### config.mk
export PLATFORM = sky130hd
export DESIGN_NAME = vga_scan_ctrl
export DESIGN_NICKNAME = d
export VERILOG_FILES = /design/src/rtl/vga_scan_ctrl.sv
export SDC_FILE = /design/constraint.sdc
export NUM_CORES = 1
export LEC_CHECK = 0
export ABC_AREA = 1
export CAP_MARGIN = 20
export CORE_MARGIN = 4
export CORE_UTILIZATION = 49
export CTS_BUF_LIST = sky130_fd_sc_hd__clkbuf_2
export DETAILED_ROUTE_END_ITERATION = 8
export GPL_TIMING_DRIVEN = 0
export PLACE_DENSITY = 0.84
export SLEW_MARGIN = 20
export SYNTH_ARGS = -nofsm -noshare
export SYNTH_HDL_FRONTEND = slang
export SYNTH_SLANG_ARGS = --single-unit
### constraint.sdc
create_clock -name clk -period 2.16 [get_ports clk]
set_clock_uncertainty 0.2 [all_clocks]
set_input_delay 0.324 -clock clk [delete_from_list [all_inputs] [get_ports clk]]
set_output_delay 0.324 -clock clk [all_outputs]
set_load 0.02 [all_outputs]
### src/rtl/vga_scan_ctrl.sv
// 640x480@60 scan master: counters, registered row/col addresses, fresh strobe and frame count.
// Pins lag address by PX_LATENCY+1 clocks; free-running with no backpressure (px_in is trusted on schedule).
module vga_scan_ctrl #(
    parameter int          H_ACTIVE    = 640,
    parameter int          H_FP        = 16,
    parameter int          H_SYNC      = 96,
    parameter int          H_BP        = 48,
    parameter int          V_ACTIVE    = 480,
    parameter int          V_FP        = 10,
    parameter int          V_SYNC      = 2,
    parameter int          V_BP        = 33,
    parameter int          PX_LATENCY  = 1,
    parameter int          FRESH_LINES = 2,
    parameter logic [11:0] FG_RGB      = 12'h555,
    parameter logic [11:0] BG_RGB      = 12'hFFF
) (
    input  logic       clk,
    input  logic       rst,
    input  logic       px_in,
    output logic [8:0] row_addr,
    output logic [9:0] col_addr,
    output logic       fresh,
    output logic [7:0] frame_cnt,
    output logic       hs,
    output logic       vs,
    output logic [3:0] r,
    output logic [3:0] g,
    output logic [3:0] b
);

    localparam logic [9:0] HA       = 10'(H_ACTIVE);
    localparam logic [9:0] H_LAST   = 10'(H_ACTIVE + H_FP + H_SYNC + H_BP - 1);
    localparam logic [9:0] HS_START = 10'(H_ACTIVE + H_FP);
    localparam logic [9:0] HS_END   = 10'(H_ACTIVE + H_FP + H_SYNC);
    localparam logic [9:0] VA       = 10'(V_ACTIVE);
    localparam logic [9:0] V_LAST   = 10'(V_ACTIVE + V_FP + V_SYNC + V_BP - 1);
    localparam logic [9:0] VS_START = 10'(V_ACTIVE + V_FP);
    localparam logic [9:0] VS_END   = 10'(V_ACTIVE + V_FP + V_SYNC);
    localparam logic [9:0] V_FR_END = 10'(V_ACTIVE + FRESH_LINES);

    logic [9:0]            h_cnt_q, h_cnt_d;
    logic [9:0]            v_cnt_q, v_cnt_d;
    logic [8:0]            row_addr_q, row_addr_d;
    logic [9:0]            col_addr_q, col_addr_d;
    logic                  fresh_q, fresh_d;
    logic [7:0]            frame_cnt_q, frame_cnt_d;
    logic [PX_LATENCY-1:0] act_dly_q, act_dly_d;
    logic [PX_LATENCY-1:0] hs_dly_q, hs_dly_d;
    logic [PX_LATENCY-1:0] vs_dly_q, vs_dly_d;
    logic                  hs_q, hs_d;
    logic                  vs_q, vs_d;
    logic [11:0]           rgb_q, rgb_d;
    logic                  act_raw, hs_raw, vs_raw;

    always_comb begin
        h_cnt_d     = h_cnt_q + 10'd1;
        v_cnt_d     = v_cnt_q;
        fresh_d     = fresh_q;
        frame_cnt_d = frame_cnt_q;
        if (h_cnt_q == H_LAST) begin
            h_cnt_d = '0;
            v_cnt_d = (v_cnt_q == V_LAST) ? '0 : v_cnt_q + 10'd1;
        end

        // Addresses track the next counter value so they update on the same edge.
        row_addr_d = (v_cnt_d < VA) ? v_cnt_d[8:0] : 9'h1FF;
        col_addr_d = (h_cnt_d < HA) ? h_cnt_d : 10'h3FF;

        if (h_cnt_d == '0 && v_cnt_d == VA) begin
            fresh_d     = 1'b1;
            frame_cnt_d = frame_cnt_q + 8'd1;
        end else if (h_cnt_d == '0 && v_cnt_d == V_FR_END) begin
            fresh_d = 1'b0;
        end

        act_raw = (h_cnt_q < HA) && (v_cnt_q < VA);
        hs_raw  = !((h_cnt_q >= HS_START) && (h_cnt_q < HS_END));
        vs_raw  = !((v_cnt_q >= VS_START) && (v_cnt_q < VS_END));

        act_dly_d[0] = act_raw;
        hs_dly_d[0]  = hs_raw;
        vs_dly_d[0]  = vs_raw;
        for (int i = 1; i < PX_LATENCY; i++) begin
            act_dly_d[i] = act_dly_q[i-1];
            hs_dly_d[i]  = hs_dly_q[i-1];
            vs_dly_d[i]  = vs_dly_q[i-1];
        end

        // Last delay stage is aligned with px_in for the same address.
        hs_d  = hs_dly_q[PX_LATENCY-1];
        vs_d  = vs_dly_q[PX_LATENCY-1];
        rgb_d = act_dly_q[PX_LATENCY-1] ? (px_in ? FG_RGB : BG_RGB) : 12'h000;
    end

    always_ff @(posedge clk) begin
        if (rst) begin
            h_cnt_q     <= '0;
            v_cnt_q     <= '0;
            row_addr_q  <= '0;
            col_addr_q  <= '0;
            fresh_q     <= 1'b0;
            frame_cnt_q <= '0;
            act_dly_q   <= '0;
            hs_dly_q    <= '1;
            vs_dly_q    <= '1;
            hs_q        <= 1'b1;
            vs_q        <= 1'b1;
            rgb_q       <= '0;
        end else begin
            h_cnt_q     <= h_cnt_d;
            v_cnt_q     <= v_cnt_d;
            row_addr_q  <= row_addr_d;
            col_addr_q  <= col_addr_d;
            fresh_q     <= fresh_d;
            frame_cnt_q <= frame_cnt_d;
            act_dly_q   <= act_dly_d;
            hs_dly_q    <= hs_dly_d;
            vs_dly_q    <= vs_dly_d;
            hs_q        <= hs_d;
            vs_q        <= vs_d;
            rgb_q       <= rgb_d;
        end
    end

    assign row_addr  = row_addr_q;
    assign col_addr  = col_addr_q;
    assign fresh     = fresh_q;
    assign frame_cnt = frame_cnt_q;
    assign hs        = hs_q;
    assign vs        = vs_q;
    assign r         = rgb_q[11:8];
    assign g         = rgb_q[7:4];
    assign b         = rgb_q[3:0];

endmodule

Word level (Yosys, flattened, before mapping)

Cells that the tools add are included.

Output and inout port bits: 42
Bits in read-only memories: 0
Bits of input ports: 3
Logic and storage cells: 46
Bits in latches: 0
RAM bits: 0
Memories: 0
Flip-flop bits (word level): 65

Divide/modulo/power cells: 0
Multiplexer cells: 8
Magnitude comparators: 8
Eq/ne operators: 4
Reduce and logical (&&, ||, !) cells: 10
Shift-type cells: 0
Multipliers: 0
$add $sub $neg: 3
Bitwise operators: 1

Operator list:

| kind                    | number |
|---|---|
| $mux W10                | 4 |
| $lt A10 B10 Y1 const B  | 3 |
| $lt A10 B9 Y1 const B   | 3 |
| $add A10 B1 Y10 const B | 2 |
| $eq A10 B10 Y1 const B  | 2 |
| $eq A10 B9 Y1 const B   | 2 |
| $mux W12                | 1 |
| $ge A10 B10 Y1 const B  | 1 |
| $ge A10 B9 Y1 const B   | 1 |
| $logic_not A10 Y1       | 1 |
| $mux W9                 | 1 |
| $add A8 B1 Y8 const B   | 1 |
| $logic_and A1 B1 Y1     | 5 |
| $logic_not A1 Y1        | 2 |
| $mux W1                 | 2 |
| $reduce_bool A2 Y1      | 1 |
| $reduce_or A2 Y1        | 1 |
| $not A1 Y1              | 1 |

Longest topological paths before layout

Gate-level depths: netlist (run 1).

Depth in word-level cells: 7
Gate-level depth with buffers: 14
Mapped depth without buffers: 14

Least setup slack after synthesis (run 1)

OpenSTA, ideal clock, no wires.

Path kind: register to register
Start point: register h_cnt_q[0]
End point: register frame_cnt_q[5], in the netlist frame_cnt[5]
Setup slack: 0.045 ns
Cell stages (with the launch flop): 12
Library setup time: 0.132 ns
Required time: 1.828 ns
Path buffers: 1
Arrival time: 1.782 ns
Clock period less this slack: 2.115 ns
Cell sequence: dfxtp_1 -> ha_1 -> nand4_2 -> nor2_4 -> buf_6 -> nand4_2 -> nand3_4 -> nand2_4 -> nor2_8 -> nand3_4 -> nand2_1 -> a21oi_1

Cells in the longest elaborated chain, start to end: 4
Elaborated cells between the ends (all ways): 7
Classes of those cells: 1 x add/sub; 2 x eq/ne; 2 x mux; 2 x reduce/logical

RTL lines:

| what                                               | line   | text |
|---|---|---|
| start: declaration                                 | 41     | `logic [9:0] h_cnt_q, h_cnt_d;` |
| start signal: assignment                           | 110    | `h_cnt_q <= h_cnt_d;` |
| $add A10 B1 Y10 or $eq A10 B10 Y1 (tied branches)  | 56, 60 |  |
| $mux W10                                           | 60     | `if (h_cnt_q == H_LAST) begin` |
| $logic_not A10 Y1 or $eq A10 B9 Y1 (tied branches) | 69     | `if (h_cnt_d == '0 && v_cnt_d == VA) begin` |
| $logic_and A1 B1 Y1 (*)                            | 69     |  |
| end signal: assignment                             | 115    | `frame_cnt_q <= frame_cnt_d;` |
| end: declaration                                   | 46     | `logic [7:0] frame_cnt_q, frame_cnt_d;` |

Mark *: on every way between the ends. The rest lies on a longest branch, timed or not.
A chain may end at the register's enable or synchronous reset.

Worst setup path after layout (run 1)

Start point: register v_cnt_q[2]
End point: register frame_cnt_q[0], in the netlist frame_cnt[0]

Cells in the longest elaborated chain, start to end: 5
Elaborated cells between the ends (all ways): 6
Classes of those cells: 1 x add/sub; 2 x eq/ne; 2 x mux; 1 x reduce/logical

RTL lines:

| what                                              | line | text |
|---|---|---|
| start: declaration                                | 42   | `logic [9:0] v_cnt_q, v_cnt_d;` |
| start signal: assignment                          | 111  | `v_cnt_q <= v_cnt_d;` |
| $add A10 B1 Y10 or $eq A10 B10 Y1 (tied branches) | 62   | `v_cnt_d = (v_cnt_q == V_LAST) ? '0 : v_cnt_q + 10'd1;` |
| $mux W10                                          | 62   |  |
| $mux W10 (*)                                      | 60   |  |
| $eq A10 B9 Y1 (*)                                 | 69   |  |
| $logic_and A1 B1 Y1 (*)                           | 69   |  |

Marks and branches as above.

==> impl_results.md, run 1 <==
- Io pins: 45
- Register area: 1130 µm²
- Crit. End Element: register
- Setup ws final: -0.0747 ns
- Mapped cell area: 2650 µm²
- Nets@finish: 423
- Netlist cell types: 34
- Vias: 2596
- Detail Route Antenna Nets: 0
- Fin. Hold Viols: 0
- Worst hold path class: in2reg
- Die Ht: 81.5 µm
- Hold path cells: 2
- Endpoint, Worst Hold: rgb_q[9]
- Syn Area/Cell: 7.63 µm²
- Highest Clock Rate: 0.447 GHz
- IO buf count: 44
- FILL cells: 365
- Cts bufs inserted: 5
- Footprint of the multi-input gates: 1480 µm²
- Pwr per Cell Area: 435 nW/µm²
- Worst skew pair latency: 0.46 ns
- Initial antenna violation count: 0
- Core area: 5170 µm²
- Via/cell ratio: 5.34
- Initial DRC count: 280
- Crit Reg-Reg Endpoint: frame_cnt[0]
- Die ar.: 6650 µm²
- Hold slack: 0.153 ns
- CP required: 2.37 ns
- Share of layout cells above drive strength 1: 25.5%
- PnR Total Power: 1.58 mW
- WL per Instance: 14.4 µm
- Max clock buf depth: 2
- Reg2reg setup slack: -0.07 ns
- Die span in x: 81.5 µm
- Starting Density: 51.2%
- DP HPWL: 4.19 mm
- Critical Path AT: 2.45 ns
- Total Wirelength: 7.02 mm
- Clock Pin Slew Worst Setup and Hold Paths: 0.29 ns
- Cell count after synthesis: 347
- Peak supply drop: 310 µV
- Run status: finished with violations
- Crit-path max FO: 7
- Critical path class: reg2reg
- CTS tree: done
- H-tree depth: 2
- Final setup viols: 8
- Reg2reg path depth: 13
- RSZ-0062 raised after global routing: yes
- First-pass GRT wire length: 10.4 mm
- Asr flop ratio synth: 0%
- Vias in the first global route: 2274
- Largest net degree at the start of global routing: 17
- Final worst path period share: 103%
- Mapped Nets: 355
- Failing checks: negative setup slack
- FF+latch count, synth: 55
- DRC: 0
- Prevailing post-synth register cell: dfxtp_1
- First-pass iteration count of the detailed router: 7
- Max-Slew Margin vs Limit: 62.9%
- Sequential share of the synthesized area: 41.6%
- Slew @ Worst Pin: 0.556 ns
- Startpoint Class: register
- Row count: 26
- Met3 WL post-DR: 499 µm
- Pleak: 1.55 nW
- Ant diodes: 0
- Worst hold start: px_in
- TritonCTS Sinks: 55
- Max-cap viol count: 0
- Worst R2R Start: v_cnt_q[2]
- Met2 WL: 3.45 mm
- Clock tree root driver cell: clkbuf_2
- GRT Util Overall: 20.3%
- Slew Viols, Final: 0
- Layout area overhead: 36.8%
- Congestion Overflow GR: 0
- Highest Signal Layer: met4
- WL met1: 2.85 mm
- EDFF count, synth: 0
- Ys Warns: 0
- Min cycle time layout: 2.23 ns
- Placer congestion estimate: 0.905
## flip-flops by register name (all words and copies together), names as in the netlist, 2 cells and up
register and flops:
col_addr 10, rgb_q 2, row_addr 9, v_cnt_q 10, frame_cnt 8, h_cnt_q 10
## cell usage in the layout, fill, tap and decap left out, types with 6 or more instances in the layout
cell type / n
nand4_1: 8
nand3_4: 7
inv_1: 41
dfxtp_1: 45
nand2_1: 62
a21oi_1: 12
dfxtp_4: 6
o21ai_0: 12
nor2_4: 9
nand3_1: 21
nand2_2: 15
buf_4: 24
clkdlybuf4s50_1: 39
nor2_1: 38
## synthesized netlist by cell type, types with 4 or more instances
cell type,count,area [µm²]
ha_1,5,62.6
nor2_1,43,161
buf_4,11,82.6
nand2_2,7,43.8
nand3_2,5,50.1
dfxtp_1,55,1100
o21ai_0,14,70.1
a21oi_1,12,60.1
nor2_2,5,31.3
nand3_1,24,120
nand4_1,8,50.1
xor2_1,5,43.8
inv_1,43,161
nand2_1,75,282
nor3_1,4,20.0
## layer usage
layer	global-route usage [%]	vias to the layer above
met3	4.17	31
li1	-	1233
met2	34.0	128
met1	25.6	1204
met4	7.94	0
met5	0	-
## area by class of cell
class                           instances  share of cell area (%)
Inverter                               44                    4.69
Clock buffer                            5                   0.690
Sequential cell                        55                    31.1
Timing Repair Buffer                   58                    15.9
Buffer                                 18                    4.00
Tap cell                               70                    2.42
Multi-Input combinational cell        233                    40.7
Clock inverter                          3                   0.414
## timing repair
action                                 in CTS  in global routing
endpoints found under the hold margin       0                  0
pin swaps                                  15                 23
setup buffers                               8                  5
gates cloned                                4                  0
hold buffers                                0                  0
setup endpoints to repair                  33                 33
gates resized for setup                    26                 48
## cell families after synthesis
group | Yosys count | synth area share, %
simple gates | 185 | 34.7
buf+inv | 62 | 11.6
flops | 55 | 41.6
xor+xnor | 8 | 2.65
compound gates | 32 | 7.13
fa+ha+maj | 5 | 2.36
## worst max-delay path by stage
stage / from / end / slack [ns] / depth (start not counted)
after global placement: h_cnt_q[0] / frame_cnt[5] / -0.25 / 13
final: v_cnt_q[2] / frame_cnt[0] / -0.07 / 13
after floorplan: h_cnt_q[0] / frame_cnt[5] / 0.05 / 11
after global routing: h_cnt_q[0] / frame_cnt[4] / -0.18 / 12
after CTS: h_cnt_q[1] / frame_cnt[3] / -0.04 / 13
after detailed placement: h_cnt_q[0] / frame_cnt[5] / -0.30 / 13
## critical path, cell delays in order (launching register included)
cell and delay [ns]:
dfxtp_1 0.37, buf_4 0.15, nand2_1 0.06, nor2_1 0.26, nand2_1 0.13, nand2_1 0.11, inv_1 0.06, nand3_1 0.08
nand2_2 0.09, nor2_4 0.14, nand2_4 0.10, nor2_4 0.18, nand4_1 0.14, a21oi_1 0.15
## report_power, final
part           total (mW)  internal [mW]  switching [mW]
registers            1.04           1.03          0.0104
logic               0.137         0.0619          0.0756
clock network       0.400         0.0719           0.328
## per-stage QoR
stage / util [%] / instance area (µm²) / TNS, ns / setup WS (ns) / cells
6_report: 70.1 / 3620 / -0.427 / -0.0747 / 486
5_1_grt: 70.1 / 3620 / -1.70 / -0.184 / 486
4_1_cts: 66.4 / 3440 / -0.180 / -0.0445 / 481
3_5_place_dp: 61.4 / 3180 / -3.80 / -0.304 / 461
3_3_place_gp: 61.4 / 3180 / -2.89 / -0.249 / 461
2_1_floorplan: - / 2650 / 0 / 0.0454 / 347
(Power assumes the default switching activity.)
==> run 2: changes to the inputs <==
CAP_MARGIN = unset   (was 20)
==> results of run 2 <==
The final DEF is identical to that of run 1; final timing and power are the same.
==> run 3: changes to the inputs <==
CORE_UTILIZATION = 30   (was 49)
PLACE_DENSITY = 0.58   (was 0.84)
==> run 3 against run 2 <==
- the run still ends with negative setup slack left
- register-to-register slack gained 0.05 ns
- flip-flop and latch count is the same
- via count shrank 4.8%
- global-route usage shrank 7.0 points
- combinational power shrank 6%
- final cell count grew 9.7%
- power grew 1.5%
- fmax grew 2.4%
- critical path depth shrank 1
- wire length shrank 4.2%
- final area grew 5.0%
- hold slack gained 0.0035 ns
- critical path type unchanged
- largest cell class unchanged
- largest power group unchanged
==> impl_results.md, run 3 (synthesized netlist as in run 1, its figures left out) <==
- Pre-CTS setup slack: -0.332 ns
- Placer congestion estimate: 0.915
- Fin. Hold Viols: 0
- Placed cells: 499
- Final worst path period share: 101%
- Io pins: 45
- Detail Route Antenna Nets: 0
- RSZ-0062 raised after global routing: yes
- Cell Area, Placed: 3220 µm²
- Worst hold start: px_in
- Critical Path AT: 2.37 ns
- WL per Instance: 12.6 µm
- Total Wirelength: 6.72 mm
- IO buf count: 44
- Largest net degree at the start of global routing: 19
- Cts bufs inserted: 5
- Vias in the first global route: 2437
- Die ar.: 10400 µm²
- Clock Pin Slew Worst Setup and Hold Paths: 0.29 ns
- Core area: 8640 µm²
- H-tree depth: 2
- Setup ws final: -0.0216 ns
- Most frequent cells in the layout: nand2_1, inv_1, dfxtp_1
- Failing checks: negative setup slack
- DRC: 0
- Reg2reg path depth: 12
- Max-Slew Margin vs Limit: 62.1%
- Share of layout cells above drive strength 1: 32.2%
- Clock tree root driver cell: clkbuf_2
- First-pass iteration count of the detailed router: 5
- Congestion Overflow GR: 0
- Slew Viols, Final: 0
- Die span in x: 102 µm
- Crit-path max FO: 6
- Layout area overhead: 43.7%
- TritonCTS Sinks: 55
- First-pass GRT wire length: 11.2 mm
- Worst R2R Start: v_cnt_q[0]
- Via/cell ratio: 4.64
- Vias: 2471
- Starting Density: 30.7%
- GRT Util Overall: 13.4%
- Initial DRC count: 130
- Crit. End Element: register
- Max-cap viol count: 0
- Pwr per Cell Area: 420 nW/µm²
- Startpoint Class: register
- CP required: 2.35 ns
- Die Ht: 102 µm
- Endpoint, Worst Hold: rgb_q[9]
- Highest Clock Rate: 0.458 GHz
- Peak supply drop: 218 µV
- Critical path class: reg2reg
- Worst hold path class: in2reg
- Run status: finished with violations
- Commonest non-fill, non-tap cell in the layout: nand2_1
- Setup_tns: -0.0639 ns
- DP HPWL: 4.43 mm
- Row count: 34
- Slew @ Worst Pin: 0.569 ns
- Nets@finish: 432
- Min cycle time layout: 2.18 ns
- Final instance area: 3810 µm²
- Max clock buf depth: 2
- Final setup viols: 5
- Ant diodes: 0
- Hold path cells: 2
- Final design utilization: 44.1%
- Crit Reg-Reg Endpoint: frame_cnt[3]
- Initial antenna violation count: 0
- Worst skew pair latency: 0.47 ns
- CTS tree: done
- # hold bufs at CTS: 0
- Reg2reg setup slack: -0.02 ns
- Finished Layout Cells: 533
- Pleak: 1.68 nW
-- run 3: metal layers --
| metal | wire (µm) | global-route usage [%] | vias to the layer above |
|---|---|---|---|
| met1 | 3120 | 17.7 | 1162 |
| met4 | 88 | 4.84 | 0 |
| met5 | 0 | 0 | - |
| met3 | 283 | 2.18 | 7 |
| met2 | 3230 | 22.0 | 49 |
| li1 | - | - | 1253 |
-- run 3: layout make-up --
cell class | instances | area (µm²)
Timing Repair inverter | 1 | 7.51
Clock buffer | 5 | 25.0
Multi-Input combinational cell | 233 | 1510
Tap cell | 108 | 135
Buffer | 18 | 145
Inverter | 44 | 170
Sequential cell | 55 | 1130
Fill cell | 865 | 4830
Clock inverter | 3 | 22.5
Timing Repair Buffer | 66 | 658
-- run 3: per-stage QoR --
stage / power (mW) / hold WS (ns)
after global placement: 1.18 / 0.194
after detailed placement: 1.18 / 0.197
final: 1.60 / 0.156
after CTS: 1.63 / 0.153
after global routing: 1.67 / 0.144
after floorplan: 1.13 / 0.189
-- run 3: where the power goes --
group          internal [mW]  switching, mW
clock network         0.0856          0.347
registers               1.03         0.0102
logic                 0.0586         0.0700
-- run 3: worst max-delay path by stage --
stage,start,to,slack (ns),cells after the start
floorplan,h_cnt_q[0],frame_cnt[5],0.05,11
global placement,h_cnt_q[0],frame_cnt[3],-0.31,13
detailed placement,h_cnt_q[0],frame_cnt[4],-0.33,11
CTS,h_cnt_q[1],frame_cnt[5],-0.01,14
global route,v_cnt_q[0],frame_cnt[5],-0.1,12
finish,v_cnt_q[0],frame_cnt[3],-0.02,12
-- run 3: worst max-delay path, stage by stage, from the launching register on --
cell and delay (ns):
dfxtp_4 0.43, inv_4 0.08, ha_4 0.12, nand2_1 0.05, nor2_1 0.13, nand3_2 0.17, or2_4 0.30, nand3_4 0.10
nand2_4 0.10, nor2_8 0.18, nand3_4 0.11, nand2_1 0.08, a21oi_1 0.05
-- run 3: timing repair --
item | CTS | global route
gates cloned | 5 | 0
endpoints found under the setup margin | 33 | 34
pin swaps | 24 | 24
gates resized for setup | 46 | 55
setup buffers | 19 | 3
